$ cat src/rtl/fifo_serial_tx_pkg.sv
// Shared definitions for the FIFO-fed serial transmitter: FSM encoding,
// parity mode constants and the counter-width helper.
package fifo_serial_tx_pkg;

    typedef enum logic [2:0] {
        ST_IDLE  = 3'd0,
        ST_FETCH = 3'd1,
        ST_START = 3'd2,
        ST_DATA  = 3'd3,
        ST_PAR   = 3'd4,
        ST_STOP  = 3'd5
    } state_e;

    localparam int unsigned PAR_NONE = 32'd0;
    localparam int unsigned PAR_EVEN = 32'd1;
    localparam int unsigned PAR_ODD  = 32'd2;

    // Bits needed to count 0..value-1, never less than one.
    function automatic int unsigned log2c(input int unsigned value);
        int unsigned w;
        w = 32'd1;
        for (int unsigned i = 32'd1; i < 32'd32; i++) begin
            if ((32'd1 << i) < value) begin
                w = i + 32'd1;
            end
        end
        return w;
    endfunction

endpackage

$ cat src/rtl/fifo_serial_tx_baud_tick.sv
// Bit-period divider: counts 0..CLK_DIV-1 and flags the last cycle of each
// serial bit. Held at zero while clr_i is high so every frame starts aligned.
module fifo_serial_tx_baud_tick
    import fifo_serial_tx_pkg::*;
#(
    parameter int unsigned CLK_DIV = 16
) (
    input  logic clk,
    input  logic res_n,
    input  logic clr_i,
    output logic tick_o
);

    localparam int unsigned     CNT_W   = log2c(CLK_DIV);
    localparam logic [CNT_W-1:0] CNT_MAX = CNT_W'(CLK_DIV - 32'd1);

    logic [CNT_W-1:0] cnt_q;

    assign tick_o = (cnt_q == CNT_MAX);

    // Divider counter, wrapping at the end of each bit period.
    always_ff @(posedge clk or negedge res_n) begin
        if (!res_n) begin
            cnt_q <= {CNT_W{1'b0}};
        end else if (clr_i || tick_o) begin
            cnt_q <= {CNT_W{1'b0}};
        end else begin
            cnt_q <= cnt_q + CNT_W'(1);
        end
    end

endmodule

$ cat src/rtl/fifo_serial_tx.sv
// Pops words from the FIFO read port and sends each as an async serial frame:
// start bit, data LSB first, optional parity bit, one stop bit.
module fifo_serial_tx
    import fifo_serial_tx_pkg::*;
#(
    parameter int unsigned WIDTH   = 8,
    parameter int unsigned CLK_DIV = 16,
    parameter int unsigned PARITY  = 0
) (
    input  logic             clk,
    input  logic             res_n,
    input  logic [WIDTH-1:0] fifo_rdata,
    input  logic             fifo_empty,
    output logic             fifo_shift_out,
    input  logic             enable,
    output logic             tx,
    output logic             busy,
    output logic             frame_done
);

    localparam int unsigned      BIT_W    = log2c(WIDTH);
    localparam logic [BIT_W-1:0] BIT_LAST = BIT_W'(WIDTH - 32'd1);

    state_e           state_q;
    logic [WIDTH-1:0] shreg_q;
    logic [BIT_W-1:0] bit_cnt_q;
    logic             par_q;
    logic             tx_q;
    logic             tick_s;
    logic             clr_s;
    logic             start_ok_s;

    function automatic logic parity_bit(input logic [WIDTH-1:0] data);
        if (PARITY == PAR_ODD) begin
            return ~^data;
        end else begin
            return ^data;
        end
    endfunction

    fifo_serial_tx_baud_tick #(
        .CLK_DIV (CLK_DIV)
    ) u_baud_tick (
        .clk    (clk),
        .res_n  (res_n),
        .clr_i  (clr_s),
        .tick_o (tick_s)
    );

    assign clr_s          = (state_q == ST_IDLE) || (state_q == ST_FETCH);
    assign start_ok_s     = enable && !fifo_empty;
    // Pop is qualified by empty so an unexpected empty in FETCH never pops.
    assign fifo_shift_out = (state_q == ST_FETCH) && !fifo_empty;
    assign busy           = (state_q != ST_IDLE);
    assign frame_done     = (state_q == ST_STOP) && tick_s;
    assign tx             = tx_q;

    // Frame sequencer; tx is only updated on bit boundaries.
    always_ff @(posedge clk or negedge res_n) begin
        if (!res_n) begin
            state_q   <= ST_IDLE;
            shreg_q   <= {WIDTH{1'b0}};
            bit_cnt_q <= {BIT_W{1'b0}};
            par_q     <= 1'b0;
            tx_q      <= 1'b1;
        end else begin
            case (state_q)
                ST_IDLE: begin
                    if (start_ok_s) begin
                        state_q <= ST_FETCH;
                    end
                end
                ST_FETCH: begin
                    if (!fifo_empty) begin
                        shreg_q   <= fifo_rdata;
                        par_q     <= parity_bit(fifo_rdata);
                        bit_cnt_q <= {BIT_W{1'b0}};
                        tx_q      <= 1'b0;
                        state_q   <= ST_START;
                    end else begin
                        state_q   <= ST_IDLE;
                    end
                end
                ST_START: begin
                    if (tick_s) begin
                        tx_q    <= shreg_q[0];
                        state_q <= ST_DATA;
                    end
                end
                ST_DATA: begin
                    if (tick_s) begin
                        shreg_q <= shreg_q >> 1;
                        if (bit_cnt_q == BIT_LAST) begin
                            if (PARITY != PAR_NONE) begin
                                tx_q    <= par_q;
                                state_q <= ST_PAR;
                            end else begin
                                tx_q    <= 1'b1;
                                state_q <= ST_STOP;
                            end
                        end else begin
                            bit_cnt_q <= bit_cnt_q + BIT_W'(1);
                            tx_q      <= shreg_q[1];
                        end
                    end
                end
                ST_PAR: begin
                    if (tick_s) begin
                        tx_q    <= 1'b1;
                        state_q <= ST_STOP;
                    end
                end
                ST_STOP: begin
                    if (tick_s) begin
                        state_q <= start_ok_s ? ST_FETCH : ST_IDLE;
                    end
                end
                default: begin
                    tx_q    <= 1'b1;
                    state_q <= ST_IDLE;
                end
            endcase
        end
    end

endmodule

$ cat config.mk
export PLATFORM = sky130hd
export DESIGN_NAME = fifo_serial_tx
export DESIGN_NICKNAME = d
export VERILOG_FILES = /design/src/rtl/fifo_serial_tx_pkg.sv /design/src/rtl/fifo_serial_tx_baud_tick.sv /design/src/rtl/fifo_serial_tx.sv
export SDC_FILE = /design/constraint.sdc
export NUM_CORES = 1
export LEC_CHECK = 0
export CAP_MARGIN = 15
export CORE_MARGIN = 1.5
export CORE_UTILIZATION = 56
export DETAILED_ROUTE_END_ITERATION = 16
export GPL_ROUTABILITY_DRIVEN = 0
export PLACE_DENSITY = 0.89
export SLEW_MARGIN = 40
export SYNTH_ARGS = -nofsm -noshare
export SYNTH_HDL_FRONTEND = slang
export SYNTH_HIERARCHICAL = 1
export SYNTH_SLANG_ARGS = --single-unit
$ cat constraint.sdc
create_clock -name clk -period 3.68 [get_ports clk]
set_input_delay 0.92 -clock clk [delete_from_list [all_inputs] [get_ports clk]]
set_output_delay 0.92 -clock clk [all_outputs]
set_load 0.02 [all_outputs]
==> results of run 1 <==
## worst max-delay path: stages
cell             delay, ps
clkdlybuf4s50_1        450
nor4b_1                390
clkdlybuf4s50_1        690
## Yosys cell counts (2+ instances only)
library cell	instances	area, um2
a21oi_1	3	15.0
buf_4	2	15.0
dfrtp_1	18	450
ha_1	3	37.5
inv_1	4	15.0
mux2_1	6	67.6
mux2_2	10	113
mux2i_1	2	20.0
nand2_1	5	18.8
nand2b_1	2	12.5
nand3b_1	3	22.5
nor2_1	5	18.8
nor2b_1	3	18.8
nor3b_1	3	22.5
o21ai_0	2	10.0
or2_2	2	12.5
## final cells by class
class	instances	area [um2]	share of cell area (%)
multi-input cells	65	527	43.1
inverters	4	15.0	1.23
repair buffers	15	145	11.9
well taps	25	31.3	2.56
clock buffers	3	22.5	1.84
clock inverters	1	5.00	0.409
flip-flops and latches	19	477	39.0
## through the flow
step	cells	power (W)	hold slack, ps	setup WS, ps
6_report	132	0.000335	502	315
5_1_grt	132	0.000345	536	224
3_3_place_gp	128	0.000231	471	386
2_1_floorplan	92	0.000215	458	1030
3_5_place_dp	128	0.000231	484	355
4_1_cts	132	0.000336	500	307
## state kept, by name, summed over array words and instances, names as in the netlist
signal,flops
bit_cnt_q,3
shreg_q,8
state_q,3
tx,1
u_baud_tick/cnt_q,4
## layer usage
metal	share of wire [%]	track usage (%)	wire length, um	up-vias
li1	-	-	-	359
met2	51	35.0	1010	23
met5	0	0	0	-
met4	3.0	13.7	59	0
met3	3.5	3.14	70	6
met1	43	24.5	850	375
## kinds of logic (layout without fill, tap and decap cells)
family	after synthesis	count (layout)	synth area share, %
fa+ha+maj	3	3	3.60
mux	18	18	19.2
xor+xnor	1	1	0.840
flops	19	19	45.7
compound gates	15	15	11.0
buf+inv	8	23	3.72
simple gates	28	28	15.8
## power groups by stage
| stage | Sequential, W | Combinational (W) | Clock, W |
|---|---|---|---|
| 3_3_place_gp | 0.000214 | 0.0000173 | 0 |
| 5_1_grt | 0.000210 | 0.0000188 | 0.000116 |
| 2_1_floorplan | 0.000214 | 0.00000152 | 0 |
| 6_report | 0.000210 | 0.0000169 | 0.000108 |
| 4_1_cts | 0.000210 | 0.0000178 | 0.000109 |
| 3_5_place_dp | 0.000214 | 0.0000178 | 0 |
## worst paths after layout
kind / cells after the start / to / slack [ps]
hold reg to reg: 1 / u_baud_tick/cnt_q[0]$_DFF_PN0_ / 500
min in group asynchronous: 1 / bit_cnt_q[0]$_DFFE_PN0P_ / 530
max in group asynchronous: 1 / tx$_DFFE_PN1P_ / 2820
setup / recovery: 3 / fifo_shift_out / 310
setup reg to reg: 3 / shreg_q[4]$_DFFE_PN0P_ / 1780
hold / removal: 1 / u_baud_tick/cnt_q[0]$_DFF_PN0_ / 500
==> Flow_metrics.wiki, run 1 <==
{| class="wikitable"
! Metric !! Value
|-
| Wirelength per Cell || 15.1 um
|-
| Initial antenna violation count || 0
|-
| Result of the run || finished, final reports clean
|-
| Clock H-tree levels || 1
|-
| Post-synthesis to final-layout area growth || 17.3%
|-
| Final worst-path cycle share || 91.4%
|-
| Half-perimeter wire length after detailed placement || 1.47 mm
|-
| Sort of element at the end of the critical path || output pin
|-
| Number of buffers inserted for hold repair after clock tree synthesis || 0
|-
| Pwr/cell area || 274 nW/um2
|-
| Library cells used by synthesis || 35
|-
| Max Slew Vio Count || 0
|-
| Gate power share || 5.0%
|-
| Fin Setup TNS || 0 ps
|-
| Fraction of layout instances using a drive strength above 1 || 18.7%
|-
| Largest net degree at the start of global routing || 20
|-
| Routed vias/inst || 5.78
|-
| Peak Freq || 0.297 GHz
|-
| Required time of the worst setup path || 2760 ps
|-
| Netlist Area Pre-Place || 1040 um2
|-
| Leading register cell type out of synthesis || dfrtp_1
|-
| Slew Limit Headroom || 69.3%
|-
| Standard cell area after detailed placement || 1200 um2
|-
| Total of max-cap violations || 0
|-
| Global-route wire length before repair || 3.06 mm
|-
| Vias in the first global route || 729
|-
| Kind of path behind the tightest hold check || reg -> reg
|-
| Clock Sink Count || 19
|-
| Endpoint arrival time on the critical path || 2450 ps
|-
| Port bufs || 15
|-
| Post-CTS Setup Repair Bufs || 0
|-
| Fin nets || 123
|-
| Post-detailed-route DRC marker count || 0
|-
| Number of endpoints failing setup at the final stage || 0
|-
| Setup repair after global routing missed its margin || false
|-
| Number of flip-flops and latches in the synthesized netlist || 19
|-
| Buffer cell driving the clock tree root || clkbuf_4
|-
| Clock transition at path regs || 110 ps
|-
| Final standard cell area without fillers || 1220 um2
|-
| Die Footprint || 2130 um2
|-
| Horizontal die dimension || 46.1 um
|-
| Max Fanout on Critical Path || 4
|-
| Most frequent standard cell in the layout excluding fill and tap cells || dfrtp_1
|-
| Slew of the pin with the lowest slew margin || 459 ps
|-
| Internal power contribution || 0.000261 W
|-
| Effective utilization at floorplan || 59.7%
|-
| Post-cts repair resize count || 0
|-
| Warnings, synthesis || 6
|-
| Post-Synthesis Net Count || 107
|-
| Fraction of the yosys area taken by sequential cells || 45.7%
|-
| Switching portion of total power || 22.1%
|-
| Launching element of the worst setup path || fifo_empty
|-
| Number of vias after detailed routing || 763
|-
| Number of buffers between clock root and the deepest sink || 2
|-
| Switching power of the nets || 0.0000740 W
|-
| Height of the die || 46.1 um
|-
| Total grt overflow || 0
|-
| Clock Latency Late Sink || 300 ps
|-
| Flop pwr share || 62.6%
|-
| Clock power frac || 32.3%
|-
| Most frequent cells in the layout || dfrtp_1 (18), clkdlybuf4s50_1 (14), mux2_2 (10), mux2_1 (6)
|-
| Final Critical Period || 3370 ps
|-
| Number of enable flip-flop cells after synthesis || 0
|-
| Worst hold path startpoint || u_baud_tick/cnt_q[0]$_DFF_PN0_
|-
| Post-synth ARST share || 100%
|-
| Critical path type || in -> out
|-
| Post-Route Skew || 1.54 ps
|-
| Number of hold violations in the final report || 0
|-
| Boundary pin count || 16
|-
| Peak supply drop || 0.273 mV
|-
| Global Route Usage Sum || 20.9%
|-
| Number of filler cells placed in the layout || 129
|-
| Detailed-router iteration count before antenna repair || 4
|-
| DR iter-0 viols || 15
|-
| Total Routed Length || 1.99 mm
|-
| Core Rows || 15
|-
| Area inside the core boundary || 1750 um2
|-
| Leakage dissipation || 0.545 nW
|-
| Startpoint class of the critical path || input port
|-
| Number of CTS-inserted buffers || 3
|-
| Gate Count Post-Synth || 92
|-
| Average size of a mapped cell || 11.3 um2
|-
| Detail Route Antenna Nets || 0
|-
| CTS tree || built
|-
| Post-route core utilization || 70.0%
|-
| Number of inserted diodes || 0
|-
| Origin of the critical flop-to-flop path || state_q[1]$_DFFE_PN0P_
|}
(Power assumes the default switching activity.)
==> inputs of run 2 (changes only) <==
- CELL_PAD_IN_SITES_DETAIL_PLACEMENT: default -> 0
- CELL_PAD_IN_SITES_GLOBAL_PLACEMENT: default -> 1
- CORE_UTILIZATION: 56 -> 44
==> run 2 against run 1 <==
Against the previous run: fmax increased by 1.4%; flip-flop and latch count is the same; final cell count grew 2.3%; global-route usage fell by 5.2 points; largest cell class unchanged; largest power group unchanged; highest routed layer unchanged.
==> Flow_metrics.wiki, run 2 (synthesis gave the netlist of run 1 again) <==
{| class="wikitable"
! Metric !! Value
|-
| Port bufs || 15 (unchanged)
|-
| Final worst-path cycle share || 90.2% (-1.2 points)
|-
| Number of hold violations in the final report || 0 (unchanged)
|-
| Final standard cell area without fillers || 1220 um2 (+0.20%)
|-
| Number of CTS-inserted buffers || 3 (unchanged)
|-
| Setup slack after placement || 346 ps (-8.88 ps)
|-
| Clock power frac || 31.4% (-0.9 points)
|-
| Half-perimeter wire length after detailed placement || 1.27 mm (-14%)
|-
| Core Rows || 17 (+2)
|-
| Endpoint arrival time on the critical path || 2400 ps (-50 ps)
|-
| Max Slew Vio Count || 0 (unchanged)
|-
| Peak Freq || 0.301 GHz (+1.4%)
|-
| Slew of the pin with the lowest slew margin || 474 ps (+15.4 ps)
|-
| Detail Route Antenna Nets || 0 (unchanged)
|-
| Final Critical Period || 3320 ps (-45.6 ps)
|-
| Initial antenna violation count || 0 (unchanged)
|-
| Delay contributed by the slowest stage of the critical path || 680 ps (about the same)
|-
| Post-route core utilization || 54.8% (-15 points)
|-
| Startpoint class of the critical path || input port
|-
| Post-Route Skew || 3.69 ps (+2.14 ps)
|-
| Height of the die || 51.7 um (+12%)
|-
| Number of endpoints failing setup at the final stage || 0 (unchanged)
|-
| Internal power contribution || 0.000262 W (+0.62%)
|-
| Detailed-router iteration count before antenna repair || 4 (unchanged)
|-
| Largest net degree at the start of global routing || 20 (unchanged)
|-
| Result of the run || finished, final reports clean
|-
| Vias in the first global route || 723 (-0.82%)
|-
| Largest reg by FF count || shreg_q
|-
| Buffers & Inverters on Critical Path || 2 (unchanged)
|-
| Post-synthesis to final-layout area growth || 17.5%
|-
| Largest register FFs || 8 (unchanged)
|-
| Total of max-cap violations || 0 (unchanged)
|-
| Wirelength per Cell || 12.9 um (-14%)
|-
| Horizontal die dimension || 51.7 um (+12%)
|-
| CTS tree || built
|-
| Routed vias/inst || 5.30 (-8.2%)
|-
| Most frequent cells in the layout || dfrtp_1 (18), clkdlybuf4s50_1 (14), mux2_2 (10), mux2_1 (6)
|-
| Number of logic stages on the critical path including buffering || 3 (unchanged)
|-
| Final Total Pwr || 0.000330 W (-1.4%)
|-
| Clock transition at path regs || 100 ps (about the same)
|-
| Setup repair after global routing missed its margin || false
|-
| Max Fanout on Critical Path || 4 (unchanged)
|-
| Slew Limit Headroom || 68.3% (-1.0 points)
|-
| Min-Delay Path Depth || 1 (unchanged)
|-
| Pwr/cell area || 269 nW/um2 (-1.6%)
|-
| Boundary pin count || 16 (unchanged)
|-
| Critical path, cell by cell || clkdlybuf4s50_1 -> nor4b_1 -> clkdlybuf4s50_1
|-
| Effective utilization at floorplan || 46.7% (-13 points)
|-
| Clock Sink Count || 19 (unchanged)
|-
| Total Routed Length || 1.75 mm (-12%)
|-
| Leakage dissipation || 0.543 nW (-0.50%)
|-
| Gate power share || 5.1% (about the same)
|-
| Global-route wire length before repair || 3.10 mm (+1.1%)
|-
| Cell with the biggest individual delay on the critical path || clkdlybuf4s50_1
|-
| Post-detailed-route DRC marker count || 0 (unchanged)
|-
| Switching portion of total power || 20.6% (-1.6 points)
|-
| Global Route Usage Sum || 15.7% (-5.2 points)
|-
| Crit-path most repeated cell || clkdlybuf4s50_1
|-
| Number of vias after detailed routing || 716 (-6.2%)
|-
| PnR worst setup slack || 360 ps (+45.6 ps)
|-
| Post-CTS Setup Repair Bufs || 0 (unchanged)
|-
| Slack of the worst reg-to-reg path || 1760 ps (-20 ps)
|-
| Switching power of the nets || 0.0000678 W (-8.4%)
|-
| Area inside the core boundary || 2230 um2 (+28%)
|-
| Sort of element at the end of the critical path || output pin
|-
| Largest registers in the final layout || shreg_q: 8 flops, u_baud_tick/cnt_q: 4 flops
|-
| Post-cts repair resize count || 0 (unchanged)
|-
| Fraction of layout instances using a drive strength above 1 || 17.8% (-0.93 points)
|-
| Standard cell area after detailed placement || 1200 um2 (-0.10%)
|-
| Peak supply drop || 0.173 mV (-37%)
|-
| Top Family by Delay on Critical Path || buffers and inverters
|-
| Fin nets || 123 (unchanged)
|-
| Clock Latency Late Sink || 290 ps (about the same)
|-
| Kind of path behind the tightest hold check || reg -> reg
|-
| Die Footprint || 2670 um2 (+25%)
|-
| Length in cells of the worst reg-to-reg path || 3 (unchanged)
|-
| Most frequent standard cell in the layout excluding fill and tap cells || dfrtp_1
|-
| Flop pwr share || 63.5% (+0.9 points)
|-
| Critical path type || in -> out
|-
| Number of buffers between clock root and the deepest sink || 2 (unchanged)
|-
| Clock H-tree levels || 1 (unchanged)
|-
| Required time of the worst setup path || 2760 ps (about the same)
|-
| DR iter-0 viols || 7 (-8)
|-
| Number of buffers inserted for hold repair after clock tree synthesis || 0 (unchanged)
|-
| Number of inserted diodes || 0 (unchanged)
|-
| Buffer cell driving the clock tree root || clkbuf_4
|-
| Total grt overflow || 0 (unchanged)
|-
| Fin Setup TNS || 0 ps (unchanged)
|}
[run 2: power by group through the flow]
stage               combinational [W]  sequential (W)  clock, W
global route                0.0000185        0.000210  0.000118
global placement            0.0000174        0.000214         0
CTS                         0.0000173        0.000210  0.000110
detailed placement          0.0000171        0.000214         0
finish                      0.0000168        0.000210  0.000104
floorplan                  0.00000152        0.000214         0
[run 2: path summary, 6_finish.rpt]
check | from | to
setup / recovery | fifo_empty | fifo_shift_out
hold reg to reg | u_baud_tick/cnt_q[0]$_DFF_PN0_ | u_baud_tick/cnt_q[0]$_DFF_PN0_
hold / removal | u_baud_tick/cnt_q[0]$_DFF_PN0_ | u_baud_tick/cnt_q[0]$_DFF_PN0_
setup reg to reg | state_q[1]$_DFFE_PN0P_ | shreg_q[1]$_DFFE_PN0P_
min in group asynchronous | res_n | shreg_q[7]$_DFFE_PN0P_
max in group asynchronous | res_n | tx$_DFFE_PN1P_
[run 2: cell type report]
| type | count | area, um2 |
|---|---|---|
| tap | 28 | 35.0 |
| timing repair buffer | 15 | 145 |
| multi-input combinational | 65 | 527 |
| inverter | 4 | 15.0 |
| fill | 200 | 1010 |
| sequential | 19 | 477 |
| clock buffer | 4 | 26.3 |
[run 2: through the flow]
| stage | hold WS (ps) | instances |
|---|---|---|
| after floorplan | 458 | 92 |
| after global placement | 476 | 131 |
| after detailed placement | 490 | 131 |
| after CTS | 505 | 135 |
| after global routing | 525 | 135 |
| final | 499 | 135 |
[run 2: worst register-to-register path, delay by kind of cell, from the launching register on]
kind	cells	cell delay, ps
multiplexers	2	720
flip-flops	1	640
AND/OR/NAND/NOR	1	460
[run 2: layer usage]
layer | wire length (um) | vias up | track usage [%] | part of all wire [%]
li1 | - | 360 | - | -
met1 | 821 | 345 | 19.7 | 47
met2 | 866 | 7 | 26.7 | 50
met3 | 32 | 4 | 2.01 | 1.8
met4 | 25 | 0 | 7.46 | 1.4
met5 | 0 | - | 0 | 0
